--- src/rtl/ifetch_pkg.sv ---
// ifetch_pkg: shared constants and types for the instruction fetch unit.
//
// Contents:
//   WORD_BYTES        bytes per instruction word
//   PC_STEP           byte increment between sequential fetches
//   DEFAULT_RESET_PC  default address of the first fetch after reset
//   fetch_state_t     FSM state type with S_START / S_RUN / S_FLUSH encodings
//   fetch_entry_t     one prefetch buffer entry: {pc, instruction}
//   word_align()      clears the sub-word address bits
package ifetch_pkg;

    localparam int          WORD_BYTES       = 4;
    localparam logic [31:0] PC_STEP          = 32'd4;
    localparam logic [31:0] DEFAULT_RESET_PC = 32'h0000_0000;

    typedef logic [1:0] fetch_state_t;

    localparam fetch_state_t S_START = 2'd0;  // first cycle after reset
    localparam fetch_state_t S_RUN   = 2'd1;  // normal issue and capture
    localparam fetch_state_t S_FLUSH = 2'd2;  // drop the response of the redirected cycle

    typedef struct packed {
        logic [31:0] pc;
        logic [31:0] instruction;
    } fetch_entry_t;

    function automatic logic [31:0] word_align(input logic [31:0] addr);
        return addr & ~(32'(WORD_BYTES) - 32'd1);
    endfunction

endpackage

--- src/rtl/fetch_buffer.sv ---
// fetch_buffer: DEPTH-entry FIFO of fetched {pc, instruction} pairs.
//
// Ports:
//   clk, reset   clock, asynchronous active-high reset
//   flush        empties the FIFO at the next edge; wins over push and pop
//   push         write push_entry at the tail
//   push_entry   entry to write
//   pop          drop the head entry (ignored while empty)
//   head         current head entry (reset value is all zeros)
//   count        number of stored entries
//   full, empty  occupancy flags
//
// A push into a full FIFO is accepted only when a pop happens on the same
// edge, so a simultaneous pop and push never loses an entry.
module fetch_buffer
    import ifetch_pkg::*;
#(
    parameter int DEPTH = 2
) (
    input  logic                     clk,
    input  logic                     reset,
    input  logic                     flush,
    input  logic                     push,
    input  fetch_entry_t             push_entry,
    input  logic                     pop,
    output fetch_entry_t             head,
    output logic [$clog2(DEPTH):0]   count,
    output logic                     full,
    output logic                     empty
);

    localparam int PW = $clog2(DEPTH);

    fetch_entry_t  mem [DEPTH];
    logic [PW-1:0] wr_ptr;
    logic [PW-1:0] rd_ptr;
    logic          do_push;
    logic          do_pop;

    assign full    = (count == (PW+1)'(DEPTH));
    assign empty   = (count == '0);
    assign do_pop  = pop && !empty;
    assign do_push = push && (!full || do_pop);
    assign head    = mem[rd_ptr];

    // DEPTH is a power of two, so the pointers wrap by plain overflow.
    always_ff @(posedge clk or posedge reset) begin
        if (reset) begin
            wr_ptr <= '0;
            rd_ptr <= '0;
            count  <= '0;
            for (int i = 0; i < DEPTH; i++) begin
                mem[i] <= '0;
            end
        end else if (flush) begin
            wr_ptr <= '0;
            rd_ptr <= '0;
            count  <= '0;
        end else begin
            if (do_push) begin
                mem[wr_ptr] <= push_entry;
                wr_ptr      <= wr_ptr + 1'b1;
            end
            if (do_pop) begin
                rd_ptr <= rd_ptr + 1'b1;
            end
            count <= count + {{PW{1'b0}}, do_push} - {{PW{1'b0}}, do_pop};
        end
    end

endmodule

--- src/rtl/instruction_fetch.sv ---
// instruction_fetch: sequential instruction prefetcher with branch redirect.
//
// Ports:
//   clk, reset        clock, asynchronous active-high reset
//   read_address      registered word address presented to instruction memory
//   instruction       memory data for the address sampled on the previous edge
//   branch_taken      one-cycle redirect request
//   branch_target     redirect byte address (sub-word bits are cleared)
//   out_valid         out_instruction/out_pc hold a fetched word
//   out_ready         consumer accepts the word this cycle
//   out_instruction   fetched instruction word
//   out_pc            byte address of out_instruction
//   misalign_err      one-cycle pulse after a redirect to a misaligned target
//   state             current FSM state (debug visibility)
//
// Handshake: a word moves to the consumer on a rising edge where out_valid
// and out_ready are both high; out_valid never depends on out_ready, and the
// presented word holds steady until it is taken or a redirect discards it.
//
// Build option: define IFETCH_ALIGN_CHECK_EN to enable misalign_err; without
// it the output is tied low and targets are still word-aligned.
module instruction_fetch
    import ifetch_pkg::*;
#(
    parameter logic [31:0] RESET_PC  = DEFAULT_RESET_PC,
    parameter int          BUF_DEPTH = 2
) (
    input  logic         clk,
    input  logic         reset,
    output logic [31:0]  read_address,
    input  logic [31:0]  instruction,
    input  logic         branch_taken,
    input  logic [31:0]  branch_target,
    output logic         out_valid,
    input  logic         out_ready,
    output logic [31:0]  out_instruction,
    output logic [31:0]  out_pc,
    output logic         misalign_err,
    output fetch_state_t state
);

    localparam int          CW          = $clog2(BUF_DEPTH) + 1;
    localparam logic [CW:0] DEPTH_LIMIT = (CW+1)'(BUF_DEPTH);

    fetch_state_t  state_q;
    fetch_state_t  state_d;
    logic [31:0]   read_address_q;
    logic          inflight_q;       // a request issued last cycle returns this cycle
    logic [31:0]   inflight_pc_q;    // address of that request

    logic          redirect;
    logic          transfer;
    logic          capture;
    logic          issue;
    logic [CW:0]   occupancy;

    fetch_entry_t  push_entry;
    fetch_entry_t  head;
    logic [CW-1:0] buf_count;
    logic          buf_full;
    logic          buf_empty;

    // The first cycle after reset ignores redirects; its only job is to
    // issue the reset address.
    assign redirect = branch_taken && ((state_q == S_RUN) || (state_q == S_FLUSH));
    assign transfer = !buf_empty && out_ready;

    // In S_FLUSH inflight_q is already clear, so the stale response that
    // arrives there is never written to the buffer.
    assign capture  = (state_q == S_RUN) && inflight_q && !redirect;

    // Slots that will be occupied after this edge before any new request:
    // stored words, minus the one leaving now, plus the one arriving now.
    assign occupancy = {1'b0, buf_count}
                     + {{CW{1'b0}}, inflight_q}
                     - {{CW{1'b0}}, transfer};

    // A new request is made only if its response is guaranteed a slot.
    assign issue = !redirect
                && !(buf_full && !transfer)
                && (occupancy < DEPTH_LIMIT);

    always_comb begin
        state_d = state_q;
        case (state_q)
            S_START: state_d = S_RUN;
            S_RUN:   state_d = branch_taken ? S_FLUSH : S_RUN;
            S_FLUSH: state_d = branch_taken ? S_FLUSH : S_RUN;
            default: state_d = S_START;
        endcase
    end

    always_ff @(posedge clk or posedge reset) begin
        if (reset) begin
            state_q        <= S_START;
            read_address_q <= word_align(RESET_PC);
            inflight_q     <= 1'b0;
            inflight_pc_q  <= '0;
        end else begin
            state_q <= state_d;
            if (redirect) begin
                // The request made this cycle belongs to the old path and is
                // abandoned by clearing inflight_q.
                read_address_q <= word_align(branch_target);
                inflight_q     <= 1'b0;
            end else begin
                inflight_q <= issue;
                if (issue) begin
                    read_address_q <= read_address_q + PC_STEP;
                    inflight_pc_q  <= read_address_q;
                end
            end
        end
    end

    assign push_entry.pc          = inflight_pc_q;
    assign push_entry.instruction = instruction;

    fetch_buffer #(
        .DEPTH (BUF_DEPTH)
    ) u_fetch_buffer (
        .clk        (clk),
        .reset      (reset),
        .flush      (redirect),
        .push       (capture),
        .push_entry (push_entry),
        .pop        (transfer),
        .head       (head),
        .count      (buf_count),
        .full       (buf_full),
        .empty      (buf_empty)
    );

`ifdef IFETCH_ALIGN_CHECK_EN
    logic misalign_q;

    always_ff @(posedge clk or posedge reset) begin
        if (reset) begin
            misalign_q <= 1'b0;
        end else begin
            misalign_q <= redirect && (branch_target[1:0] != 2'b00);
        end
    end

    assign misalign_err = misalign_q;
`else
    assign misalign_err = 1'b0;
`endif

    assign read_address    = read_address_q;
    assign out_valid       = !buf_empty;
    assign out_instruction = head.instruction;
    assign out_pc          = head.pc;
    assign state           = state_q;

endmodule

--- config.mk ---
export PLATFORM = sky130hd
export DESIGN_NAME = instruction_fetch
export DESIGN_NICKNAME = d
export VERILOG_FILES = /design/src/rtl/ifetch_pkg.sv /design/src/rtl/fetch_buffer.sv /design/src/rtl/instruction_fetch.sv
export SDC_FILE = /design/constraint.sdc
export NUM_CORES = 1
export LEC_CHECK = 0
export BUFFER_PORTS_ARGS = -buffer_cell sky130_fd_sc_hd__buf_2
export CAP_MARGIN = 10
export CORE_AREA = 3 3 130 163
export CTS_CLUSTER_DIAMETER = 60
export CTS_CLUSTER_SIZE = 12
export DETAILED_ROUTE_END_ITERATION = 8
export DIE_AREA = 0 0 133 166
export HOLD_SLACK_MARGIN = 0.12
export PLACE_DENSITY_LB_ADDON = 0.12
export RECOVER_POWER = 25
export SYNTH_ARGS = -nofsm -noshare
export SYNTH_HDL_FRONTEND = slang
export SYNTH_SLANG_ARGS = --single-unit
--- constraint.sdc ---
create_clock -name clk -period 8.8 [get_ports clk]
set_input_delay 2.64 -clock clk [delete_from_list [all_inputs] [get_ports clk]]
set_output_delay 2.64 -clock clk [all_outputs]
set_load 0.02 [all_outputs]
## After elaboration in Yosys (flattened, before gate mapping)

Index checks and enable logic that the tools add are counted.

| operators by class | value |
|---|---|
| add/sub/neg operators | 7 |
| reductions and logical operators | 25 |
| muxes and demuxes | 16 |
| bitwise operators | 3 |
| eq/ne operators | 3 |
| $lt $le $gt $ge | 4 |

Operator list:

| operator | count |
|---|---|
| two-way mux 64 bit | 4 |
| bitwise mux 128 bit | 1 |
| demux 64 bit (select 1 bit) | 1 |
| two-way mux 32 bit | 2 |
| adder 32 x 3 -> 32 bit, second input constant | 1 |
| logical AND 1 bit | 10 |
| nonzero test 2 bit | 3 |
| zero test 1 bit | 5 |
| two-way mux 1 bit | 5 |
| == test 2 bit, second input constant | 2 |
| greater-or-equal comparator 2 bit, second input constant | 2 |
| zero test 2 bit | 2 |
| two-way mux 2 bit | 2 |
| NOT 1 -> 2 bit | 2 |
| case mux 2 bit (2 select lines) | 1 |
| AND reduction 2 bit | 2 |
| adder 2 x 1 -> 3 bit | 1 |
| < comparator 3 x 2 -> 1 bit, second input constant | 1 |
| subtractor 3 x 1 -> 3 bit | 1 |
| adder 1 bit, second input constant | 2 |
| adder 2 x 1 -> 2 bit | 1 |
| == test 2 x 1 -> 1 bit, second input constant | 1 |
| logical OR 1 bit | 2 |
| < comparator 2 x 1 -> 1 bit, second input constant | 1 |
| other kinds (3) | 3 |

| word-level totals | value |
|---|---|
| bits of input ports | 68 |
| bits in registers | 199 |
| logic and storage cells | 69 |
| output and inout port bits | 100 |

## Logic depth before layout (Yosys ltp)

Gate-level depths: netlist of the first run.

| logic depth | value |
|---|---|
| word-level depth | 10 |
| gate-level depth with buffers | 12 |
| gate-level depth less buffers | 10 |

## By module

Synthesis of the first run repeated with hierarchy kept, for this count alone.

| second synthesis, totals | value |
|---|---|
| cells, all modules | 715 |
| area total of the unflattened synthesis | 9,096.2 µm² |

Modules (own cells, without submodules):

| module | instances | area each (µm²) | cells an instance | sequential area each (µm²) |
|---|---|---|---|---|
| fetch_buffer | 1 | 5,983.2 | 366 | 3,303.2 |
| instruction_fetch | 1 | 3,113.0 | 349 | 1,576.5 |

## Worst setup path after synthesis of the first run

No wires, ideal clock.

| path | value |
|---|---|
| kind | input port to flip-flop |
| start point | in out_ready |
| end point | reg read_address_q[30], in the netlist read_address[30] |
| stages | 10 |
| setup time | 82 ps |
| arrival time | 5,108 ps |
| data required time | 8,718 ps |
| path buffers | 1 |
| path slack | 3,610 ps |
| path through | and2_1 -> ha_1 -> inv_1 -> nand2_1 -> fa_1 -> or2_1 -> buf_6 -> a2111o_1 -> or4_1 -> a31oi_1 |

| on the way | value |
|---|---|
| cells in the longest elaborated chain, start to end | 7 |
| elaborated cells on any way between the ends | 9 |
| those cells by class | add/sub: 1; order compare: 1; reduce/logical: 7 |

Ends and longest elaborated chain:

| element | line | source |
|---|---|---|
| from (decl) | instruction_fetch.sv:35 | `input logic out_ready,` |
| logical AND 1 bit (*) | instruction_fetch.sv:66 | `assign transfer = !buf_empty && out_ready;` |
| branches (longest 4 deep; another with subtractor 3 x 1 -> 3 bit) | - |  |
| logical AND 1 bit (*) | instruction_fetch.sv:81 | `&& (occupancy < DEPTH_LIMIT);` |
| nonzero test 2 bit (no line) (*) | - |  |
| to (signal assigned) | instruction_fetch.sv:96 | `read_address_q <= word_align(RESET_PC);` |
| to (signal assigned) | instruction_fetch.sv:104 | `read_address_q <= word_align(branch_target);` |
| to (signal assigned) | instruction_fetch.sv:109 | `read_address_q <= read_address_q + PC_STEP;` |
| to (decl) | instruction_fetch.sv:47 | `logic [31:0] read_address_q;` |

Mark *: on every way between the ends.
A chain may end at the register's enable or synchronous reset.

## Final worst setup path of the first run

| path | value |
|---|---|
| start point | in branch_taken |
| end point | reg u_fetch_buffer.mem[107] (netlist bit) |

| on the way | value |
|---|---|
| cells in the longest elaborated chain, start to end | 5 |
| elaborated cells on any way between the ends | 6 |
| those cells by class | bitwise: 1; reduce/logical: 5 |

Ends and longest elaborated chain:

| element | line | source |
|---|---|---|
| from (decl) | instruction_fetch.sv:32 | `input logic branch_taken,` |
| logical AND 1 bit (*) | instruction_fetch.sv:65 | `assign redirect = branch_taken && ((state_q == S_RUN) \|\| (state_q == S_FLUSH));` |
| zero test 1 bit | instruction_fetch.sv:70 | `assign capture = (state_q == S_RUN) && inflight_q && !redirect;` |
| logical AND 1 bit | instruction_fetch.sv:70 |  |
| logical AND 1 bit | fetch_buffer.sv:43 | `assign do_push = push && (!full \|\| do_pop);` |
| AND reduction 2 bit (no line) (*) | - |  |
| to (signal, indexed assignment) | fetch_buffer.sv:61 | `mem[wr_ptr] <= push_entry;` |
| to (decl) | fetch_buffer.sv:34 | `fetch_entry_t mem [DEPTH];` |

Every way passes the cells marked *; elsewhere a longest branch is shown, timed or not.

==> results of run 1 <==
## layer usage
layer / GRT usage (%) / up-vias / wire (µm)
met5: 0 / - / 0
met4: 4.93 / 0 / 234
met3: 3.52 / 19 / 988
met2: 33.2 / 170 / 10500
met1: 24.3 / 2966 / 8730
li1: - / 2760 / -
## cell usage in the layout (no fill, tap or decap), drive strengths merged, types with 7 or more instances in the layout
| cell type | n |
|---|---|
| nand4 | 12 |
| ha | 7 |
| inv | 20 |
| clkbuf | 21 |
| buf | 163 |
| dfrtp | 191 |
| o21ai | 16 |
| mux2 | 216 |
| nor2 | 24 |
| nand3 | 11 |
| or4 | 7 |
| or3 | 8 |
| nand2 | 29 |
| a31oi | 15 |
## metrics by stage
stage | setup WS [ns] | cells | power [W] | util, %
after floorplan | 0.961 | 674 | 0.00300 | -
after global placement | 2.92 | 1067 | 0.00351 | 50.1
after detailed placement | 2.81 | 1067 | 0.00360 | 50.1
after CTS | 3.27 | 1098 | 0.00437 | 53.0
after global routing | 2.96 | 1098 | 0.00461 | 53.0
final | 3.28 | 1098 | 0.00431 | 53.0
## area by class of cell
class | instances | area [µm²] | share of cell area (%)
Clock buffer | 19 | 433 | 4.16
Clock inverter | 12 | 136 | 1.31
Inverter | 17 | 71.3 | 0.686
Multi-Input combinational cell | 429 | 3810 | 36.6
Sequential cell | 191 | 4780 | 46.0
Tap cell | 265 | 332 | 3.19
Timing Repair Buffer | 165 | 836 | 8.04
## critical path, stage by stage
cell and delay, ns:
clkbuf_1 0.13, nand2_1 0.09, buf_4 0.37, clkinv_1 0.15, a211oi_1 0.61, nor2b_4 0.77
buf_4 0.63, mux2_2 0.41
## power breakdown
group	switching (W)	total (W)	internal (W)
clock	0.000337	0.000758	0.000421
combinational	0.00102	0.00192	0.000900
sequential	0.000329	0.00163	0.00130
total	0.00169	0.00431	0.00263
## flip-flops by register name, summed over array words and instances (netlist names)
signal	flops
inflight_pc_q	30
inflight_q	1
read_address	30
state	2
u_fetch_buffer.count	2
u_fetch_buffer.mem	124
u_fetch_buffer.rd_ptr	1
u_fetch_buffer.wr_ptr	1
## final timing paths
path,start,endpoint,cells after the start
worst max-delay path,branch_taken,u_fetch_buffer.mem[107],8
worst min-delay path,u_fetch_buffer.mem[2],u_fetch_buffer.mem[2],1
worst max register to register,state[0],u_fetch_buffer.mem[107],9
worst min register to register,u_fetch_buffer.mem[2],u_fetch_buffer.mem[2],1
max in group asynchronous,reset,u_fetch_buffer.mem[74],3
min in group asynchronous,reset,u_fetch_buffer.mem[105],2
## logic make-up after synthesis
group / synth area share (%)
xor+xnor: 0.896
fa+ha+maj: 1.22
flops: 54.3
other cells: 0.0426
compound gates: 5.89
mux: 27.8
simple gates: 7.11
buf+inv: 2.74
==> metrics.yaml, run 1 <==
status: "completed"
yosysWarnings: 0
finalCritPeriodShare_pct: 62.8
synth_top_cell_area_share_pct: 54.3
slew_violations: 0
ys.flop_type: "dfrtp_1"
overflow: 0
dieArea_um2: 22100
insertion_delay_ns: 0.42
synth_edf_count: 0
cts_tree: "done"
fillers: 1721
via_count: 5915
netlist_top_cells_area: "dfrtp_1, mux2_2, nand2_1, a31oi_1, nor2_1"
place_area_um2: 9830
syn_to_final_growth_pct: 18.2
clock_sinks: 191
cp-start-kind: "primary input"
relSlewSlack_pct: 34.0
fmax_mhz: 181
async_flop_share_pct: 100
skew_ns: 0.00960
synthTopCellsByCount: "mux2_2, dfrtp_1, nand2_1"
critPathMaxFanout: 41
antennaDiodeCount: 0
drt_pass1_iterations: 5
antenna_found_initial: 0
holdWs_ns: 0.501
hold_class: "register to register"
r2r_slack_ns: 4.80
worstMarginPinSlew_ns: 0.990
rsz0062_at_grt: "no"
cap_viol_max_count: 0
stdcell_area_um2: 10400
cts-buffers-inserted: 17
coreArea_um2: 19600
grt_pass1_vias: 6364
grt_start_max_net_pins: 141
cp.required_ns: 9.10
hold_viol: 0
avgSynthCellArea_um2: 13.1
cts_root_buffer: "clkbuf_16"
die_y_um: 166
post-dp-hpwl_mm: 13.8
drc: 0
tns_ns: 0
die_w_um: 133
io_pins: 168
worst_setup_path_end_kind: "register"
cts_hold_buffers: 0
drtAntennaViolNets: 0
clockBufferDepth: 2
drive_gt1_share_pct: 50.4
synth_top_area_cell: "dfrtp_1"
post_drt_wl_per_cell_um: 18.7
track_usage_pct: 19.0
max-vdd-ir-drop_uv: 242
drtIter0Drc: 343
syn_area_um2: 8800
row_count: 57
path_class: "primary input to register"
fin_crit_ns: 5.52
wl_mm: 20.5
initial_utilization_pct: 44.9
port_buffers: 160
post_cts_buffers: 0
path_clk_slew_ns: 0.07
htree_levels: 4
fin_nets: 897
yosys.cell_types.count: 54
grt_pass1_wl_mm: 33.8
arrival_ns: 5.83
synthCells: 670
synth.most_common_cell: "mux2_2"
ys_seq_elements: 191
cts_resized: 0
vias_per_cell: 5.39
gp_congestion: 0.894
synth_sequential_area_ratio_pct: 54.3
p_per_area_nw_per_um2: 415
leakagePower_nw: 4.67
setup_viol: 0
(Power assumes the default switching activity.)
==> inputs of run 2 (changes only) <==
Clock period 8.8 ns to 4.7 ns, I/O delays scaled along.
==> run 2 against run 1 <==
Effect of this change:
- the flow now finishes with violations (max-capacitance violations, max-slew violations)
- worst setup slack worse by 2.5 ns
- cell area up 1.1%
- non-clock buffer count up 10
- global-route usage down 0.079 points
- sequential power up 93%
- critical path depth up 2
- worst hold slack worse by 0.00060 ns
- critical path type unchanged
- critical endpoint is now read_address[26]
- largest cell class unchanged
- highest routed layer unchanged
==> metrics.yaml, run 2 (synthesized netlist as in run 1, its figures left out) <==
status: "complete, but fails checks"
violations: "max-capacitance violations, max-slew violations"
cp-start-kind: "primary input"
rsz0062_at_grt: "no"
drc: 0  # unchanged
crit-reg2reg-launch: "u_fetch_buffer.count[1]"
r2r_slack_ns: 1.00  # -3.80 ns
largest_reg_flops: 124  # unchanged
max-vdd-ir-drop_uv: 628  # +160%
skew_ns: 0.0105  # +0.000940 ns
p_per_area_nw_per_um2: 778  # +88%
gp_congestion: 0.902  # +0.92%
hold_end: "u_fetch_buffer.mem[49]"
hold_class: "register to register"
cts_root_buffer: "clkbuf_16"
post_cts_buffers: 0  # unchanged
hold_viol: 0  # unchanged
grt_start_max_net_pins: 64  # -55%
reg2reg_depth: 10  # +1
mostFrequentLayoutCells: "mux2_2, dfrtp_1, buf_2"
tns_ns: 0  # unchanged
cts_tree: "done"
fin_nets: 907  # +1.1%
vias_per_cell: 5.42  # +0.67%
cp_cell_sequence: "buf_2, and2_1, ha_1, inv_1, nand2_1, fa_1, or2_1, a2111o_1, or4_1, a31oi_1"
row_count: 57  # unchanged
post_drt_wl_per_cell_um: 18.7  # about the same
finalCritPeriodShare_pct: 84.2
htree_levels: 4  # unchanged
r2r_end: "read_address[26]"
syn_to_final_growth_pct: 19.5
path_class: "primary input to register"
hp-start: "u_fetch_buffer.mem[49]"
cts-buffers-inserted: 17  # unchanged
dieArea_um2: 22100  # unchanged
drtIter0Drc: 315  # -8.2%
cp.required_ns: 5.04  # -4.06 ns
grt_pass1_wl_mm: 33.5  # -0.75%
path_clk_slew_ns: 0.07  # about the same
worstMarginPinSlew_ns: 1.69  # +0.697 ns
cap_viol_max_count: 1  # +1
drt_pass1_iterations: 5  # unchanged
io_pins: 168  # unchanged
grt_pass1_vias: 6410  # +0.72%
via_count: 6009  # +1.6%
leakagePower_nw: 4.72  # +0.98%
track_usage_pct: 18.9  # -0.079 points
clock_sinks: 191  # unchanged
cpMaxStageDelayCell: "a2111o_1"
place_ws_ns: 0.315  # -2.49 ns
coreArea_um2: 19600  # unchanged
post-dp-hpwl_mm: 14.2  # +2.9%
critPathMaxFanout: 9  # -78%
fin_crit_ns: 3.96
clockBufferDepth: 2  # unchanged
hold_depth: 1  # unchanged
cts_resized: 0  # unchanged
relSlewSlack_pct: -13.1  # -47 points
initial_utilization_pct: 44.9  # unchanged
wl_mm: 20.7  # +0.90%
fmax_mhz: 253
port_buffers: 160  # unchanged
die_w_um: 133  # unchanged
final_common_cell: "mux2_2"
arrival_ns: 4.30  # -1.53 ns
largest_register: "u_fetch_buffer.mem"
cpPeakStageDelay_ns: 0.62  # -0.15 ns
antennaDiodeCount: 0  # unchanged
insertion_delay_ns: 0.42  # about the same
total_power_w: 0.00818  # +90%
drive_gt1_share_pct: 51.0  # +0.59 points
antenna_found_initial: 0  # unchanged
final.setup.worst_slack_ns: 0.741  # -2.53 ns
drtAntennaViolNets: 0  # unchanged
worst_setup_path_end_kind: "register"
die_y_um: 166  # unchanged
setup_viol: 0  # unchanged
cts_hold_buffers: 0  # unchanged
slew_violations: 40  # +40
overflow: 0  # unchanged
run 2: cell types whose count changed in the layout (fill, tap and decap cells not counted), sizes merged:
cell	previous run	this run
clkinvlp	2	5
inv	20	19
clkbuf	21	23
clkinv	5	2
bufinv	2	3
buf	163	171
run 2: worst max-delay path, delay by kind of cell:
kind                     cells  cell delay [ns]
adder cells (fa/ha/maj)      2             0.71
buffers and inverters        2             0.20
AND/OR/NAND/NOR              4             1.16
AO/OA/AOI/OAI                2             0.81
run 2: worst max-delay path by stage:
stage	depth (start not counted)	end	from	slack [ns]
3_5_place_dp	10	read_address[26]	out_ready	0.32
2_1_floorplan	10	read_address[30]	out_ready	0.74
5_1_grt	10	read_address[26]	out_ready	0.68
6_report	10	read_address[26]	out_ready	0.74
3_3_place_gp	10	read_address[30]	out_ready	0.39
4_1_cts	10	read_address[26]	out_ready	0.76
run 2: power breakdown:
group          internal [W]  switching, W  total (W)
Combinational       0.00173       0.00185    0.00357
Sequential          0.00244      0.000694    0.00314
Clock              0.000841      0.000623    0.00146
Total               0.00501       0.00316    0.00818
run 2: metrics by stage:
stage	hold WS (ns)	utilization [%]	cells	cell area, µm²
final	0.500	53.6	1108	10500
after CTS	0.502	53.8	1108	10500
after global placement	0.481	50.8	1077	9950
after global routing	0.512	53.6	1108	10500
after detailed placement	0.487	50.8	1077	9950
after floorplan	0.473	-	674	8820
run 2: layout make-up:
cell class	instances	area, µm²
sequential	191	4780
clock inverter	12	160
fill	1747	9100
inverter	17	65.1
timing repair buffer	175	928
clock buffer	19	433
tap	265	332
multi-input combinational	429	3810
run 2: layer usage:
metal	track usage [%]	share of wire (%)
met5	0	0
met4	5.47	1.4
met1	23.8	42
met2	32.8	51
met3	4.15	5.4
